$ cat config.mk
export PLATFORM = sky130hd
export DESIGN_NAME = soc_uart_fifo
export DESIGN_NICKNAME = d
export VERILOG_FILES = /design/src/rtl/soc_uart_pkg.sv /design/src/rtl/soc_fifo_sync.sv /design/src/rtl/soc_uart_fifo.sv
export SDC_FILE = /design/constraint.sdc
export NUM_CORES = 1
export LEC_CHECK = 0
export BUFFER_PORTS_ARGS = -buffer_cell sky130_fd_sc_hd__buf_2
export CORE_ASPECT_RATIO = 2
export CORE_UTILIZATION = 25
export DETAILED_ROUTE_END_ITERATION = 16
export PLACE_DENSITY = 0.38
export SLEW_MARGIN = 40
export SYNTH_ARGS = -nofsm -noshare
export SYNTH_HDL_FRONTEND = slang
export SYNTH_HIERARCHICAL = 1
export SYNTH_SLANG_ARGS = --single-unit
$ cat constraint.sdc
create_clock -name clk -period 5.8 [get_ports clk]
set_input_delay 0.58 -clock clk [delete_from_list [all_inputs] [get_ports clk]]
set_output_delay 0.58 -clock clk [all_outputs]
set_load 0.05 [all_outputs]
$ cat src/rtl/soc_uart_pkg.sv
// Shared constants for the buffered SoC UART: register offsets, STATUS/IRQEN
// bit positions, minimum bit period and serial frame state encodings.
package soc_uart_pkg;

   // Register offsets inside the 16-byte window
   localparam logic [3:0] OFF_DIV    = 4'h0;
   localparam logic [3:0] OFF_DATA   = 4'h4;
   localparam logic [3:0] OFF_STATUS = 4'h8;
   localparam logic [3:0] OFF_IRQEN  = 4'hC;

   // STATUS bit indices
   localparam int unsigned ST_TX_FULL    = 0;
   localparam int unsigned ST_TX_IDLE    = 1;
   localparam int unsigned ST_RX_VALID   = 2;
   localparam int unsigned ST_RX_OVERRUN = 3;
   localparam int unsigned ST_FRAME_ERR  = 4;

   // IRQEN bit indices
   localparam int unsigned IE_RX_VALID = 0;
   localparam int unsigned IE_TX_IDLE  = 1;
   localparam int unsigned IE_ERR      = 2;

   // Shortest bit period the shifters will run at
   localparam logic [31:0] MIN_DIV = 32'd4;

   // Serial frame states, shared by the TX and RX shifters
   localparam logic [1:0] FS_IDLE  = 2'd0;
   localparam logic [1:0] FS_START = 2'd1;
   localparam logic [1:0] FS_DATA  = 2'd2;
   localparam logic [1:0] FS_STOP  = 2'd3;

   // Bit period actually used for a frame
   function automatic logic [31:0] eff_div(input logic [31:0] div);
      return (div < MIN_DIV) ? MIN_DIV : div;
   endfunction

endpackage

$ cat src/rtl/soc_fifo_sync.sv
// Single-clock FIFO with occupancy count. DEPTH must be a power of two so the
// pointers wrap naturally. Push when full and pop when empty are ignored.
module soc_fifo_sync #(
   parameter int unsigned WIDTH = 8,
   parameter int unsigned DEPTH = 16
) (
   input  logic                     clk,
   input  logic                     resetn,
   input  logic                     push,
   input  logic [WIDTH-1:0]         wdata,
   input  logic                     pop,
   output logic [WIDTH-1:0]         rdata,
   output logic                     full,
   output logic                     empty,
   output logic [$clog2(DEPTH):0]   count
);

   localparam int unsigned AW = $clog2(DEPTH);
   localparam logic [AW:0] FULL_CNT = (AW+1)'(DEPTH);

   logic [WIDTH-1:0] mem [DEPTH];
   logic [AW-1:0]    wptr_q, rptr_q;
   logic [AW:0]      count_q;
   logic             do_push, do_pop;

   assign full    = (count_q == FULL_CNT);
   assign empty   = (count_q == '0);
   assign count   = count_q;
   assign rdata   = mem[rptr_q];
   assign do_push = push && !full;
   assign do_pop  = pop && !empty;

   // Storage array, no reset needed since reads are gated by the count
   always_ff @(posedge clk) begin
      if (do_push) mem[wptr_q] <= wdata;
   end

   // Pointers and occupancy; simultaneous push and pop leave the count unchanged
   always_ff @(posedge clk or negedge resetn) begin
      if (!resetn) begin
         wptr_q  <= '0;
         rptr_q  <= '0;
         count_q <= '0;
      end else begin
         if (do_push) wptr_q <= wptr_q + AW'(1);
         if (do_pop)  rptr_q <= rptr_q + AW'(1);
         case ({do_push, do_pop})
            2'b10:   count_q <= count_q + (AW+1)'(1);
            2'b01:   count_q <= count_q - (AW+1)'(1);
            default: count_q <= count_q;
         endcase
      end
   end

endmodule

$ cat src/rtl/soc_uart_fifo.sv
// Buffered UART on the picorv32 native memory bus: DIV/DATA/STATUS/IRQEN
// registers, TX and RX FIFOs, 8N1 shifters and sticky error flags.
// Optional feature: define SOC_UART_IRQ_EN to implement IRQEN and the irq output.
module soc_uart_fifo
   import soc_uart_pkg::*;
#(
   parameter logic [31:0] BASE_ADDR = 32'h0200_0010,
   parameter int unsigned TX_DEPTH  = 16,
   parameter int unsigned RX_DEPTH  = 16,
   parameter logic [31:0] DIV_RESET = 32'd104
) (
   input  logic        clk,
   input  logic        resetn,
   input  logic        mem_valid,
   input  logic [31:0] mem_addr,
   input  logic [31:0] mem_wdata,
   input  logic [3:0]  mem_wstrb,
   output logic        mem_ready,
   output logic [31:0] mem_rdata,
   output logic        uart_tx,
   input  logic        uart_rx,
   output logic        irq
);

   localparam int unsigned TX_AW = $clog2(TX_DEPTH);
   localparam int unsigned RX_AW = $clog2(RX_DEPTH);

   // Bus side
   logic        sel, is_wr, tx_stall, acc;
   logic [3:0]  off;
   logic        wr_div, tx_push, rx_pop, w1c;
   logic        ready_q;
   logic [31:0] rdata_q, rd_val, status, irqen_rd, div_q;
   logic        overrun_q, frame_err_q;

   // FIFO side
   logic             tx_full, tx_empty, rx_full, rx_empty;
   logic [7:0]       tx_rdata, rx_rdata;
   logic [TX_AW:0]   tx_count;
   logic [RX_AW:0]   rx_count;
   logic             tx_idle;

   // TX shifter
   logic [1:0]  tx_state_q;
   logic [31:0] tx_cnt_q, tx_div_q;
   logic [2:0]  tx_bit_q;
   logic [7:0]  tx_shift_q;
   logic        tx_end, tx_load;

   // RX shifter
   logic        rx_s1_q, rx_s2_q, rx_wait_hi_q;
   logic [1:0]  rx_state_q;
   logic [31:0] rx_cnt_q, rx_div_q;
   logic [2:0]  rx_bit_q;
   logic [7:0]  rx_shift_q;
   logic        rx_end, rx_half, rx_sample, rx_push, set_overrun, set_frame_err;

   logic unused_addr;
   assign unused_addr = ^mem_addr[1:0];

   assign off      = {mem_addr[3:2], 2'b00};
   assign sel      = mem_valid && (mem_addr[31:4] == BASE_ADDR[31:4]);
   assign is_wr    = |mem_wstrb;
   // A DATA write into a full TX FIFO is held off until the shifter takes a byte
   assign tx_stall = is_wr && (off == OFF_DATA) && tx_full;
   assign acc      = sel && !ready_q && !tx_stall;
   assign wr_div   = acc && is_wr && (off == OFF_DIV);
   assign tx_push  = acc && is_wr && (off == OFF_DATA) && mem_wstrb[0];
   assign rx_pop   = acc && !is_wr && (off == OFF_DATA) && !rx_empty;
   assign w1c      = acc && is_wr && (off == OFF_STATUS) && mem_wstrb[0];

   assign mem_ready = ready_q;
   assign mem_rdata = rdata_q;
   assign tx_idle   = tx_empty && (tx_state_q == FS_IDLE);

   always_comb begin
      status                = 32'h0;
      status[ST_TX_FULL]    = tx_full;
      status[ST_TX_IDLE]    = tx_idle;
      status[ST_RX_VALID]   = !rx_empty;
      status[ST_RX_OVERRUN] = overrun_q;
      status[ST_FRAME_ERR]  = frame_err_q;
      status[23:16]         = 8'(tx_count);
      status[31:24]         = 8'(rx_count);
   end

   // Read data mux, captured at accept time
   always_comb begin
      rd_val = 32'h0;
      case (off)
         OFF_DIV:    rd_val = div_q;
         OFF_DATA:   rd_val = rx_empty ? 32'hFFFF_FFFF : {24'h0, rx_rdata};
         OFF_STATUS: rd_val = status;
         OFF_IRQEN:  rd_val = irqen_rd;
         default:    rd_val = 32'h0;
      endcase
   end

   // One-cycle ready pulse; read data is zero outside the pulse
   always_ff @(posedge clk or negedge resetn) begin
      if (!resetn) begin
         ready_q <= 1'b0;
         rdata_q <= 32'h0;
      end else begin
         ready_q <= acc;
         rdata_q <= (acc && !is_wr) ? rd_val : 32'h0;
      end
   end

   // DIV register with byte strobes
   always_ff @(posedge clk or negedge resetn) begin
      if (!resetn) begin
         div_q <= DIV_RESET;
      end else if (wr_div) begin
         for (int i = 0; i < 4; i++) begin
            if (mem_wstrb[i]) div_q[8*i +: 8] <= mem_wdata[8*i +: 8];
         end
      end
   end

   // Sticky error flags; a new error wins over a same-cycle clear
   always_ff @(posedge clk or negedge resetn) begin
      if (!resetn) begin
         overrun_q   <= 1'b0;
         frame_err_q <= 1'b0;
      end else begin
         overrun_q   <= (overrun_q & ~(w1c & mem_wdata[ST_RX_OVERRUN])) | set_overrun;
         frame_err_q <= (frame_err_q & ~(w1c & mem_wdata[ST_FRAME_ERR])) | set_frame_err;
      end
   end

   soc_fifo_sync #(
      .WIDTH (8),
      .DEPTH (TX_DEPTH)
   ) u_tx_fifo (
      .clk    (clk),
      .resetn (resetn),
      .push   (tx_push),
      .wdata  (mem_wdata[7:0]),
      .pop    (tx_load),
      .rdata  (tx_rdata),
      .full   (tx_full),
      .empty  (tx_empty),
      .count  (tx_count)
   );

   soc_fifo_sync #(
      .WIDTH (8),
      .DEPTH (RX_DEPTH)
   ) u_rx_fifo (
      .clk    (clk),
      .resetn (resetn),
      .push   (rx_push),
      .wdata  (rx_shift_q),
      .pop    (rx_pop),
      .rdata  (rx_rdata),
      .full   (rx_full),
      .empty  (rx_empty),
      .count  (rx_count)
   );

   // ---------------- TX ----------------
   assign tx_end  = (tx_cnt_q == tx_div_q - 32'd1);
   // Load from idle, or straight out of the stop bit so frames run back-to-back
   assign tx_load = !tx_empty &&
                    ((tx_state_q == FS_IDLE) || ((tx_state_q == FS_STOP) && tx_end));

   // TX frame sequencer
   always_ff @(posedge clk or negedge resetn) begin
      if (!resetn) begin
         tx_state_q <= FS_IDLE;
         tx_cnt_q   <= 32'h0;
         tx_div_q   <= MIN_DIV;
         tx_bit_q   <= 3'd0;
         tx_shift_q <= 8'h00;
      end else if (tx_load) begin
         tx_shift_q <= tx_rdata;
         tx_div_q   <= eff_div(div_q);
         tx_cnt_q   <= 32'h0;
         tx_state_q <= FS_START;
      end else begin
         case (tx_state_q)
            FS_START: begin
               tx_cnt_q <= tx_end ? 32'h0 : tx_cnt_q + 32'd1;
               if (tx_end) begin
                  tx_bit_q   <= 3'd0;
                  tx_state_q <= FS_DATA;
               end
            end
            FS_DATA: begin
               tx_cnt_q <= tx_end ? 32'h0 : tx_cnt_q + 32'd1;
               if (tx_end) begin
                  tx_shift_q <= {1'b0, tx_shift_q[7:1]};
                  tx_bit_q   <= tx_bit_q + 3'd1;
                  if (tx_bit_q == 3'd7) tx_state_q <= FS_STOP;
               end
            end
            FS_STOP: begin
               tx_cnt_q <= tx_cnt_q + 32'd1;
               if (tx_end) tx_state_q <= FS_IDLE;
            end
            default: tx_state_q <= FS_IDLE;
         endcase
      end
   end

   // Line level decoded from the frame state; idle and stop are high
   always_comb begin
      case (tx_state_q)
         FS_START: uart_tx = 1'b0;
         FS_DATA:  uart_tx = tx_shift_q[0];
         default:  uart_tx = 1'b1;
      endcase
   end

   // ---------------- RX ----------------
   // Two-flop synchroniser for the asynchronous line
   always_ff @(posedge clk or negedge resetn) begin
      if (!resetn) begin
         rx_s1_q <= 1'b1;
         rx_s2_q <= 1'b1;
      end else begin
         rx_s1_q <= uart_rx;
         rx_s2_q <= rx_s1_q;
      end
   end

   assign rx_end        = (rx_cnt_q == rx_div_q - 32'd1);
   assign rx_half       = (rx_cnt_q == (rx_div_q >> 1) - 32'd1);
   assign rx_sample     = (rx_state_q == FS_STOP) && rx_end;
   assign rx_push       = rx_sample && rx_s2_q;
   assign set_overrun   = rx_push && rx_full;
   assign set_frame_err = rx_sample && !rx_s2_q;

   // RX frame sequencer: start verified at half period, then sampled mid-bit
   always_ff @(posedge clk or negedge resetn) begin
      if (!resetn) begin
         rx_state_q   <= FS_IDLE;
         rx_cnt_q     <= 32'h0;
         rx_div_q     <= MIN_DIV;
         rx_bit_q     <= 3'd0;
         rx_shift_q   <= 8'h00;
         rx_wait_hi_q <= 1'b0;
      end else begin
         case (rx_state_q)
            FS_IDLE: begin
               if (rx_wait_hi_q) begin
                  // After a bad stop bit, ignore the line until it returns high
                  if (rx_s2_q) rx_wait_hi_q <= 1'b0;
               end else if (!rx_s2_q) begin
                  rx_div_q   <= eff_div(div_q);
                  rx_cnt_q   <= 32'h0;
                  rx_state_q <= FS_START;
               end
            end
            FS_START: begin
               if (rx_half) begin
                  rx_cnt_q   <= 32'h0;
                  rx_bit_q   <= 3'd0;
                  rx_state_q <= rx_s2_q ? FS_IDLE : FS_DATA;
               end else begin
                  rx_cnt_q <= rx_cnt_q + 32'd1;
               end
            end
            FS_DATA: begin
               rx_cnt_q <= rx_end ? 32'h0 : rx_cnt_q + 32'd1;
               if (rx_end) begin
                  rx_shift_q <= {rx_s2_q, rx_shift_q[7:1]};
                  rx_bit_q   <= rx_bit_q + 3'd1;
                  if (rx_bit_q == 3'd7) rx_state_q <= FS_STOP;
               end
            end
            FS_STOP: begin
               rx_cnt_q <= rx_end ? 32'h0 : rx_cnt_q + 32'd1;
               if (rx_end) begin
                  rx_state_q <= FS_IDLE;
                  if (!rx_s2_q) rx_wait_hi_q <= 1'b1;
               end
            end
            default: rx_state_q <= FS_IDLE;
         endcase
      end
   end

   // ---------------- IRQ ----------------
`ifdef SOC_UART_IRQ_EN
   logic [2:0] irqen_q;
   logic       irq_q;
   logic [2:0] irq_src;

   assign irq_src[IE_RX_VALID] = !rx_empty;
   assign irq_src[IE_TX_IDLE]  = tx_idle;
   assign irq_src[IE_ERR]      = overrun_q | frame_err_q;
   assign irqen_rd             = {29'h0, irqen_q};
   assign irq                  = irq_q;

   // Enable register and registered level interrupt
   always_ff @(posedge clk or negedge resetn) begin
      if (!resetn) begin
         irqen_q <= 3'b000;
         irq_q   <= 1'b0;
      end else begin
         if (acc && is_wr && (off == OFF_IRQEN) && mem_wstrb[0]) irqen_q <= mem_wdata[2:0];
         irq_q <= |(irqen_q & irq_src);
      end
   end
`else
   assign irqen_rd = 32'h0;
   assign irq      = 1'b0;
`endif

endmodule

==> impl_summary.log <==
[metrics] root buf cell: sky130_fd_sc_hd__clkbuf_16
[metrics] areal power density over the cells: 280 nW/um^2
[metrics] upper clock frequency limit: 195 MHz
[metrics] startpoint type of the worst setup path: flop
[metrics] pin count of the biggest net entering global routing: 101
[metrics] outcome: complete, no violations
[metrics] crit path DAT: 5650 ps
[metrics] sequential element share of the synthesized area: 0.539
[metrics] synth-to-layout area growth: 14.2%
[metrics] Antenna Nets Post-Route: 0
[metrics] number of sinks handled by clock tree synthesis: 506
[metrics] classification of the worst setup path: reg2reg
[metrics] Initial Util: 0.253
[metrics] sum of net half-perimeters after detailed placement: 64400 um
[metrics] Max clock buf depth: 3
[metrics] count of max-cap constraint violations: 0
[metrics] vias after detailed routing: 17800
[metrics] Yosys top cell area share: 0.297
[metrics] overall routed net length: 86700 um
[metrics] crit share post-route: 0.883
[metrics] detailed router's first-iteration violation count: 1108
[metrics] Crit. End Element: flop
[metrics] share of layout cells above drive strength 1: 0.187
[metrics] post-synth design cell area: 25900 um^2
[metrics] Setup WS pre-CTS: 673 ps
[metrics] number of buffer cells added on primary ports: 103
[metrics] Layout Skew: 26.8 ps
[metrics] synthesis warning total: 6
[metrics] Synth Flop Type: sky130_fd_sc_hd__edfxtp_1
[metrics] leakage power summed over all cells: 11.7 nW
[metrics] cell taking the most area after synthesis: sky130_fd_sc_hd__edfxtp_1
[metrics] final setup violation count: 0
[metrics] Max-slew headroom: 0.433
[metrics] library cells used by synthesis: 99
[metrics] Total GRT Usage: 0.165
[metrics] GRT overflow: 0
[metrics] number of global-route vias before repair: 18400
[metrics] post-route worst setup slack: 677 ps
[metrics] clock latency on the worst-skew pair: 640 ps
[metrics] met1 routing resource usage after global routing: 0.165
[metrics] average detailed-routed wire length per instance: 23.7 um
[metrics] post-synthesis sequential element count: 506
[metrics] Syn Inst Count: 2204
[metrics] width of the die: 230 um
[metrics] routing usage on met3: 0.0169
[metrics] Resized cells post-CTS: 0
[metrics] routability-driven placement congestion ratio: 0.864
[metrics] Final nets: 2373
[metrics] Mapped Nets: 2309
[metrics] RSZ-0062 raised after global routing: false
[metrics] number of max-slew violations in the final report: 0
[metrics] DRC violation count after routing: 0
[metrics] largest voltage drop on the vdd net: 0.191 mV
[metrics] Required @ worst endpoint: 6330 ps
[metrics] post-synthesis async set-or-reset flop share: 0.494
[metrics] wire length of the first global-routing pass: 127000 um
[metrics] height of the die: 457 um
[metrics] detailed-router iteration count before antenna repair: 4
[metrics] Synth area leaders: sky130_fd_sc_hd__edfxtp_1 (30%), sky130_fd_sc_hd__dfrtp_1 (23%), sky130_fd_sc_hd__mux2i_1 (3.4%)
[metrics] Die Outline Area: 105000 um^2
[metrics] number of buffers created by CTS: 49
[metrics] number of levels in the clock H-tree: 2
[metrics] antenna violations before repair: 3
[metrics] maximum fanout along the worst path: 9
[metrics] final sum of negative setup slack: 0 ps
[metrics] number of cell rows: 166
[metrics] busiest layer in global routing: met2
[metrics] number of top-level design ports: 107
[metrics] Placeable Area: 102000 um^2
[metrics] TritonCTS clock tree: yes
[metrics] measured slew at the worst slew-check pin: 848 ps
[metrics] post-synthesis area per instance: 11.7 um^2
[metrics] met2 capacity usage during global routing: 0.335
[metrics] endpoints failing hold: 0
[metrics] via count normalized by instance count: 4.87
[metrics] worst min path class: in2reg
[metrics] shortest period the worst path allows: 5120 ps
[metrics] clock transition at the register clock pins on the worst setup and hold paths after CTS: 70 ps
[metrics] Post-synth EDFFs: 256
cell type report:
class	instances	area, um^2
antenna	2	5.00
clock buffer	73	1420
clock inverter	19	200
fill	10500	72800
inverter	50	188
multi-input combinational	1491	11000
sequential	506	14000
tap	1344	1680
timing repair buffer	170	1070
power breakdown:
part | total, mW | switching, mW | internal [mW]
logic | 0.893 | 0.569 | 0.324
clock network | 3.33 | 1.53 | 1.80
registers | 4.04 | 0.164 | 3.88
synth_stat cells, types with 31 or more instances:
cell type	instances
sky130_fd_sc_hd__a21oi_1	78
sky130_fd_sc_hd__clkbuf_1	99
sky130_fd_sc_hd__dfrtp_1	243
sky130_fd_sc_hd__edfxtp_1	256
sky130_fd_sc_hd__ha_1	31
sky130_fd_sc_hd__inv_1	49
sky130_fd_sc_hd__mux2_2	77
sky130_fd_sc_hd__mux2i_1	88
sky130_fd_sc_hd__mux4_2	32
sky130_fd_sc_hd__nand2_1	156
sky130_fd_sc_hd__nand3_1	75
sky130_fd_sc_hd__nand4_1	49
sky130_fd_sc_hd__nor2_1	144
sky130_fd_sc_hd__nor3_1	59
sky130_fd_sc_hd__nor4_1	52
sky130_fd_sc_hd__o21ai_0	58
sky130_fd_sc_hd__xnor2_1	94
sky130_fd_sc_hd__xor2_1	67
path summary, 6_finish.rpt:
| path | start | end | slack [ps] | depth (start not counted) |
|---|---|---|---|---|
| max in group asynchronous | resetn | mem_rdata[29] | 4070 | 4 |
| hold reg to reg | rx_s1_q | rx_s2_q | 360 | 0 |
| setup / recovery | tx_div_q[6] | u_tx_fifo/count[4] | 680 | 17 |
| hold / removal | uart_rx | rx_s1_q | 50 | 1 |
| min in group asynchronous | resetn | u_rx_fifo/wptr_q[3] | 370 | 2 |
| setup reg to reg | tx_div_q[6] | u_tx_fifo/count[4] | 680 | 17 |
placed cells by master, fill, tap and decap left out, drive strengths merged, types with 12 or more instances in the layout:
master	netlist	routed
nand2	158	158
nand3	76	76
nand4	50	50
xnor2	94	94
a31oi	21	21
mux2i	88	88
nor4	65	65
and3	17	17
or3	18	18
o21a	13	13
a22oi	19	19
edfxtp	256	256
nor2	144	144
and2	15	15
mux2	117	117
inv	50	52
nor3	61	61
xor2	67	67
clkbuf	99	73
a221oi	18	18
nor2b	26	26
o21ai	81	81
buf	58	169
a21oi	78	78
clkinv	0	12
dfrtp	243	243
a21o	15	15
ha	31	31
mux4	32	32
nand2b	15	15
registers in the layout (all words and copies together) (netlist names), 32 cells and up, named ones only:
signal	cells
tx_div_q	32
rx_div_q	32
mem_rdata	32
div_q	32
tx_cnt_q	32
rx_cnt_q	32
u_rx_fifo/mem	128
u_tx_fifo/mem	128
cells by family (layout without fill, tap and decap cells):
| group | Yosys count | count (layout) | synth area share |
|---|---|---|---|
| adders and majority gates | 33 | 33 | 0.0165 |
| other | 1 | 3 | 0.000145 |
| DFF | 506 | 506 | 0.539 |
| and+or+nand+nor | 720 | 720 | 0.151 |
| muxes | 237 | 237 | 0.114 |
| xor gates and xnor gates | 161 | 161 | 0.0545 |
| AOI/OAI and AO/OA | 339 | 339 | 0.0875 |
| buffers and inverters | 207 | 312 | 0.0372 |
what timing repair did:
item,in CTS,in global routing
endpoints found under the setup margin,0,0
hold endpoints to repair,32,0
buffers inserted,0,0
hold buffers,1,0
stage by stage:
| stage | utilization | area (um^2) | power, mW | hold WS (ps) | cells |
|---|---|---|---|---|---|
| detailed placement | 0.272 | 27900 | 5.03 | 357 | 3559 |
| floorplan | - | 25900 | 4.64 | 284 | 2204 |
| global route | 0.289 | 29600 | 8.59 | 27.4 | 3654 |
| finish | 0.289 | 29600 | 8.26 | 53.8 | 3655 |
| global placement | 0.272 | 27800 | 5.00 | 349 | 3559 |
| CTS | 0.288 | 29500 | 8.41 | 2.93 | 3652 |
routing by layer:
metal  wire (um)  share of wire  vias up
li1            -              -     8268
met1       31100           0.36     9044
met2       49900           0.58      345
met3        2100          0.024      139
met4        3610          0.042        0
met5           0              0        -
critical path, cell delays in order, from the launching register on:
cell and delay [ps]:
sky130_fd_sc_hd__dfrtp_1 490, sky130_fd_sc_hd__nor4_2 470, sky130_fd_sc_hd__nand4_1 390, sky130_fd_sc_hd__nor3_1 390, sky130_fd_sc_hd__mux2i_1 370, sky130_fd_sc_hd__nand4_1 120, sky130_fd_sc_hd__nor4_1 570, sky130_fd_sc_hd__a41oi_4 200
sky130_fd_sc_hd__inv_2 90, sky130_fd_sc_hd__nor2b_1 240, sky130_fd_sc_hd__ha_1 280, sky130_fd_sc_hd__inv_1 110, sky130_fd_sc_hd__fa_1 410, sky130_fd_sc_hd__nor2b_1 140, sky130_fd_sc_hd__o21ai_0 130, sky130_fd_sc_hd__nand3_1 110
sky130_fd_sc_hd__or3b_1 360, sky130_fd_sc_hd__xnor2_1 130
No activity file was read; power rests on OpenSTA's default activity.
